### src/rtl/reaction_pkg.sv
// Shared types and constants for the reaction-time game controller.
package reaction_pkg;

   localparam int MS_W = 14;

   localparam logic [MS_W-1:0] MIN_DELAY_MS = 14'd1000;
   localparam logic [MS_W-1:0] MAX_DELAY_MS = 14'd5000;

   typedef enum logic [2:0] {
      IDLE,
      WAIT_RND,
      DELAY,
      REACT,
      DONE,
      EARLY
   } state_t;

   function automatic logic [MS_W-1:0] clamp_delay(input logic [MS_W-1:0] value);
      if (value < MIN_DELAY_MS)
         return MIN_DELAY_MS;
      else if (value > MAX_DELAY_MS)
         return MAX_DELAY_MS;
      else
         return value;
   endfunction

endpackage

### src/rtl/ms_tick_gen.sv
// Millisecond prescaler: one-cycle tick every CLK_PER_MS cycles, restartable via clr.
module ms_tick_gen #(
   parameter int CLK_PER_MS = 50000
) (
   input  logic clk,
   input  logic reset,
   input  logic clr,
   output logic tick
);

   localparam int              CNT_W = $clog2(CLK_PER_MS);
   localparam logic [CNT_W-1:0] LAST = CNT_W'(CLK_PER_MS - 1);

   logic [CNT_W-1:0] cnt;

   // NOTE: sequential state is written only with non-blocking assignments.
   always_ff @(posedge clk) begin
      if (reset || clr)
         cnt <= '0;
      else if (cnt == LAST)
         cnt <= '0;
      else
         cnt <= cnt + CNT_W'(1);
   end

   // Tick is active during the last prescaler cycle, so the consumer acts on
   // the edge that completes the millisecond.
   assign tick = (cnt == LAST);

endmodule

### src/rtl/reaction_ctrl.sv
// Reaction-time game sequencer: random delay, LED on, reaction measurement,
// false-start and timeout detection.
module reaction_ctrl
   import reaction_pkg::*;
#(
   parameter int CLK_PER_MS = 50000,
   parameter int MAX_MS     = 9999
) (
   input  logic            clk,
   input  logic            reset,
   input  logic            start,
   input  logic            button,
   input  logic [MS_W-1:0] rnd_value,
   input  logic            rnd_ready,
   output logic            led,
   output logic [MS_W-1:0] rt_ms,
   output logic            rt_valid,
   output logic            early,
   output logic            timeout,
   output logic            busy
);

   localparam logic [MS_W-1:0] MAX_MS_V  = MS_W'(MAX_MS);
   localparam logic [MS_W-1:0] MAX_MS_M1 = MS_W'(MAX_MS - 1);

   state_t          state, next_state;
   logic            button_q;
   logic            press;
   logic            tick;
   logic            tick_clr;
   logic [MS_W-1:0] delay_ms;
   logic [MS_W-1:0] ms_cnt;
   logic [MS_W-1:0] rt_q;
   logic            rt_valid_q, early_q, timeout_q;

   logic            load_delay, clear_results, take_result, take_timeout, set_early;

   ms_tick_gen #(.CLK_PER_MS(CLK_PER_MS)) u_tick (
      .clk   (clk),
      .reset (reset),
      .clr   (tick_clr),
      .tick  (tick)
   );

   assign press = button & ~button_q;

   always_ff @(posedge clk) begin
      if (reset)
         state <= IDLE;
      else
         state <= next_state;
   end

   // NOTE: every signal written here gets a default first, so no latches are inferred.
   always_comb begin
      next_state    = state;
      tick_clr      = 1'b0;
      load_delay    = 1'b0;
      clear_results = 1'b0;
      take_result   = 1'b0;
      take_timeout  = 1'b0;
      set_early     = 1'b0;
      case (state)
         IDLE, DONE, EARLY: begin
            if (start) begin
               next_state    = WAIT_RND;
               clear_results = 1'b1;
            end
         end
         WAIT_RND: begin
            if (press) begin
               next_state = EARLY;
               set_early  = 1'b1;
            end else if (rnd_ready) begin
               next_state = DELAY;
               load_delay = 1'b1;
               tick_clr   = 1'b1;
            end
         end
         DELAY: begin
            if (press) begin
               next_state = EARLY;
               set_early  = 1'b1;
            end else if (tick && delay_ms == MS_W'(1)) begin
               next_state = REACT;
               tick_clr   = 1'b1;
            end
         end
         REACT: begin
            if (press) begin
               next_state  = DONE;
               take_result = 1'b1;
            end else if (tick && ms_cnt >= MAX_MS_M1) begin
               next_state   = DONE;
               take_timeout = 1'b1;
            end
         end
         default: next_state = IDLE;
      endcase
   end

   always_ff @(posedge clk) begin
      if (reset) begin
         button_q   <= 1'b0;
         delay_ms   <= '0;
         ms_cnt     <= '0;
         rt_q       <= '0;
         rt_valid_q <= 1'b0;
         early_q    <= 1'b0;
         timeout_q  <= 1'b0;
      end else begin
         button_q <= button;

         if (load_delay)
            delay_ms <= clamp_delay(rnd_value);
         else if (state == DELAY && tick && delay_ms > MS_W'(1))
            delay_ms <= delay_ms - MS_W'(1);

         if (state == DELAY && tick && delay_ms == MS_W'(1))
            ms_cnt <= '0;
         else if (state == REACT && tick && ms_cnt < MAX_MS_V)
            ms_cnt <= ms_cnt + MS_W'(1);

         if (clear_results) begin
            rt_q       <= '0;
            rt_valid_q <= 1'b0;
            early_q    <= 1'b0;
            timeout_q  <= 1'b0;
         end

         // A press coinciding with a tick counts that tick, which also makes a
         // press on the timeout tick report MAX_MS as a valid time.
         if (take_result) begin
            rt_q       <= (tick && ms_cnt < MAX_MS_V) ? ms_cnt + MS_W'(1) : ms_cnt;
            rt_valid_q <= 1'b1;
         end

         if (take_timeout) begin
            rt_q      <= MAX_MS_V;
            timeout_q <= 1'b1;
         end

         if (set_early)
            early_q <= 1'b1;
      end
   end

   assign led      = (state == REACT);
   assign busy     = (state inside {WAIT_RND, DELAY, REACT});
   assign rt_ms    = rt_q;
   assign rt_valid = rt_valid_q;
   assign early    = early_q;
   assign timeout  = timeout_q;

endmodule

### config.mk
export PLATFORM = sky130hd
export DESIGN_NAME = reaction_ctrl
export DESIGN_NICKNAME = d
export VERILOG_FILES = /design/src/rtl/reaction_pkg.sv /design/src/rtl/ms_tick_gen.sv /design/src/rtl/reaction_ctrl.sv
export SDC_FILE = /design/constraint.sdc
export NUM_CORES = 1
export LEC_CHECK = 0
export ABC_AREA = 1
export CORE_UTILIZATION = 43
export CTS_CLUSTER_SIZE = 12
export DETAILED_ROUTE_END_ITERATION = 6
export PLACE_DENSITY = 0.75
export REMOVE_ABC_BUFFERS = 1
export SKIP_LAST_GASP = 1
export SYNTH_ARGS = -nofsm -noshare
export SYNTH_HDL_FRONTEND = slang
export SYNTH_HIERARCHICAL = 1
export SYNTH_SLANG_ARGS = --single-unit
### constraint.sdc
create_clock -name clk -period 2.4 [get_ports clk]
set_input_delay 0.72 -clock clk [delete_from_list [all_inputs] [get_ports clk]]
set_output_delay 0.72 -clock clk [all_outputs]
set_load 0.01 [all_outputs]
==> impl_metrics.toml <==
[outcome]
status = "finished, final reports clean"

[clock_network]
cts_tree = "done"
htreeDepth = 3
root_buffer = "clkbuf_8"
clk-insertion-delay-late_ps = 340
cts.sinks = 65
clock_path_buffers = 2
clkTransAtPathRegs_ps = 70
cts_made_buffers = 9

[detailed_routing]
ant_nets = 0
wl_per_cell_um = 12.6
viasPerCell = 5.31
drt_iter0_markers = 297
first_pass_iters = 6
vias = 4266
drt-total-wl_mm = 10.2
drc = 0

[power]
leakage_uw = 0.00199
ir_drop_uv = 245
finalPower_uw = 2730
powerDensity_mw_per_mm2 = 567

[floorplanning]
core_area_mm2 = 0.00920
die_w_um = 99.3
boundaryPins = 38
num_rows = 35
die-area_mm2 = 0.00986
start_util = 0.443
die_h_um = 99.3

[finish]
syn2layout_area_growth_pct = 18.4
final_nets = 711
drive_above_1_share = 0.0968
diodes = 0
final_util = 0.524

[placed_design]
portBuffers = 37
dp_hpwl_mm = 7.62
gp_congestion = 0.973
place_ws_ps = 38.9

[setup_path]
end_kind = "output port"
crit_chain = "inv_1, nand3_2, nand2_1, clkdlybuf4s50_1"
path_max_fanout = 5
cp_slowest_cell = "clkdlybuf4s50_1"
cp-startpoint = "state[2]"
cp.required_ps = 1680
critical_path_class = "flop to output port"
critPathMaxStageDelay_ps = 540
rr_startpoint = "u_tick/cnt[0]"
cp.arrival_ps = 1600
crit_path_start_kind = "flop"

[logic_synthesis]
ys_ff_latch = 65
synth.distinct_cells = 39
yosys-top-cells-count = "nand2_1, nor2_1, dfxtp_1, inv_1, nand3_1"
yosysSeqAreaShare = 0.320
synth_top_area_share = 0.320
netlist_area_mm2 = 0.00407
synth_edf_count = 0
yosysMostFrequentCell = "nand2_1"
netlist_instances = 640
synth_largest_area_cell = "dfxtp_1"
synthArstFlopShare = 0
syn-mean-instance-area_um2 = 6.36
yosysWarnings = 6
synth_ff_type = "dfxtp_1"
yosys-top-cells-area = "dfxtp_1, nand2_1, nor2_1"

[timing]
layout_setup_ws_ps = 77.6
fin_crit_sh = 0.968
min_period_ps = 2320
finalSetupViolCount = 0
rsz0062_at_grt = "no"
skew_ps = 12.5
max_freq_ghz = 0.431
worst_pin_slew_ps = 386
tns_ps = 0
holdWs_ps = 468
slew_viol_final = 0
hold_viol_final = 0
relSlewSlack = 0.740

[global_routing]
antenna_found_initial = 0
grt_util_all_layers = 0.219
overflow = 0
grt_max_degree = 26
grt_pass1_vias = 3935
grt_pass1_wl_mm = 17.6

[min_path]
hp-start = "rt_ms[6]"
min-delay-path-class = "flop to flop"

[run]
drv_cap = 0
==> path summary, 6_finish.rpt <==
| path | endpoint | slack, ps | cells after the start |
|---|---|---|---|
| worst min-delay path | rt_ms[6] | 470 | 2 |
| worst max-delay path | busy | 80 | 4 |
| worst min register to register | rt_ms[6] | 470 | 2 |
| worst max register to register | delay_ms[2] | 270 | 11 |
==> worst max-delay path, delay by kind of cell (launching register included) <==
family                 cells  cell delay, ps
flip-flops                 1             300
AND/OR/NAND/NOR            2             300
buffers and inverters      2             650
==> cells in the final DEF, fill, tap and decap left out, drive strengths merged <==
master,instances
nand3b,8
clkinv,2
o211ai,1
nand3,60
clkbuf,14
bufinv,1
clkdlybuf4s50,36
o21a,1
buf,13
nor3,7
nand2,185
o22ai,1
dlymetal6s2s,1
xnor2,4
dfxtp,65
o21bai,1
a21oi,54
xor2,9
nand4,22
inv,70
nor3b,1
or2,4
a31oi,1
nor2,92
o21ai,34
ha,5
==> kinds of logic after synthesis <==
kind of cell	after synthesis	share of synthesized area
fa+ha+maj	5	0.0154
flops	65	0.320
xor+xnor	13	0.0280
compound gates	93	0.121
buf+inv	85	0.0876
simple gates	379	0.429
==> cell type report <==
class / count / area, um^2
multi-input combinational: 490 / 2420
inverter: 71 / 267
fill: 939 / 4380
clock inverter: 2 / 35.0
timing repair buffer: 50 / 483
clock buffer: 14 / 173
sequential: 65 / 1300
tap: 111 / 139
==> metal layers <==
layer / part of all wire / track usage
met4: 0.015 / 0.0747
met5: 0 / 0
met1: 0.45 / 0.280
met2: 0.47 / 0.372
met3: 0.061 / 0.0358
==> registers in the layout, indices dropped and copies added (netlist names) <==
signal      flops
u_tick/cnt     16
delay_ms       14
ms_cnt         14
rt_ms          14
state           3
button_q        1
early           1
rt_valid        1
timeout         1
==> stage by stage <==
stage | std cells | area, um^2
after floorplan | 626 | 3980
after global placement | 785 | 4580
after detailed placement | 785 | 4580
after CTS | 801 | 4800
after global routing | 803 | 4820
final | 803 | 4820
==> power breakdown <==
| part | total [uW] | internal [uW] | switching [uW] |
|---|---|---|---|
| Sequential | 1150 | 1120 | 35.3 |
| Combinational | 608 | 236 | 372 |
| Clock | 972 | 565 | 407 |
==> what timing repair did <==
| action | 4_1_cts | 5_1_grt |
|---|---|---|
| endpoints found under the setup margin | 1 | 4 |
| pin swaps | 0 | 1 |
| hold buffers | 0 | 0 |
| buffers inserted | 0 | 2 |
| resized for setup | 1 | 2 |
(Power assumes the default switching activity.)
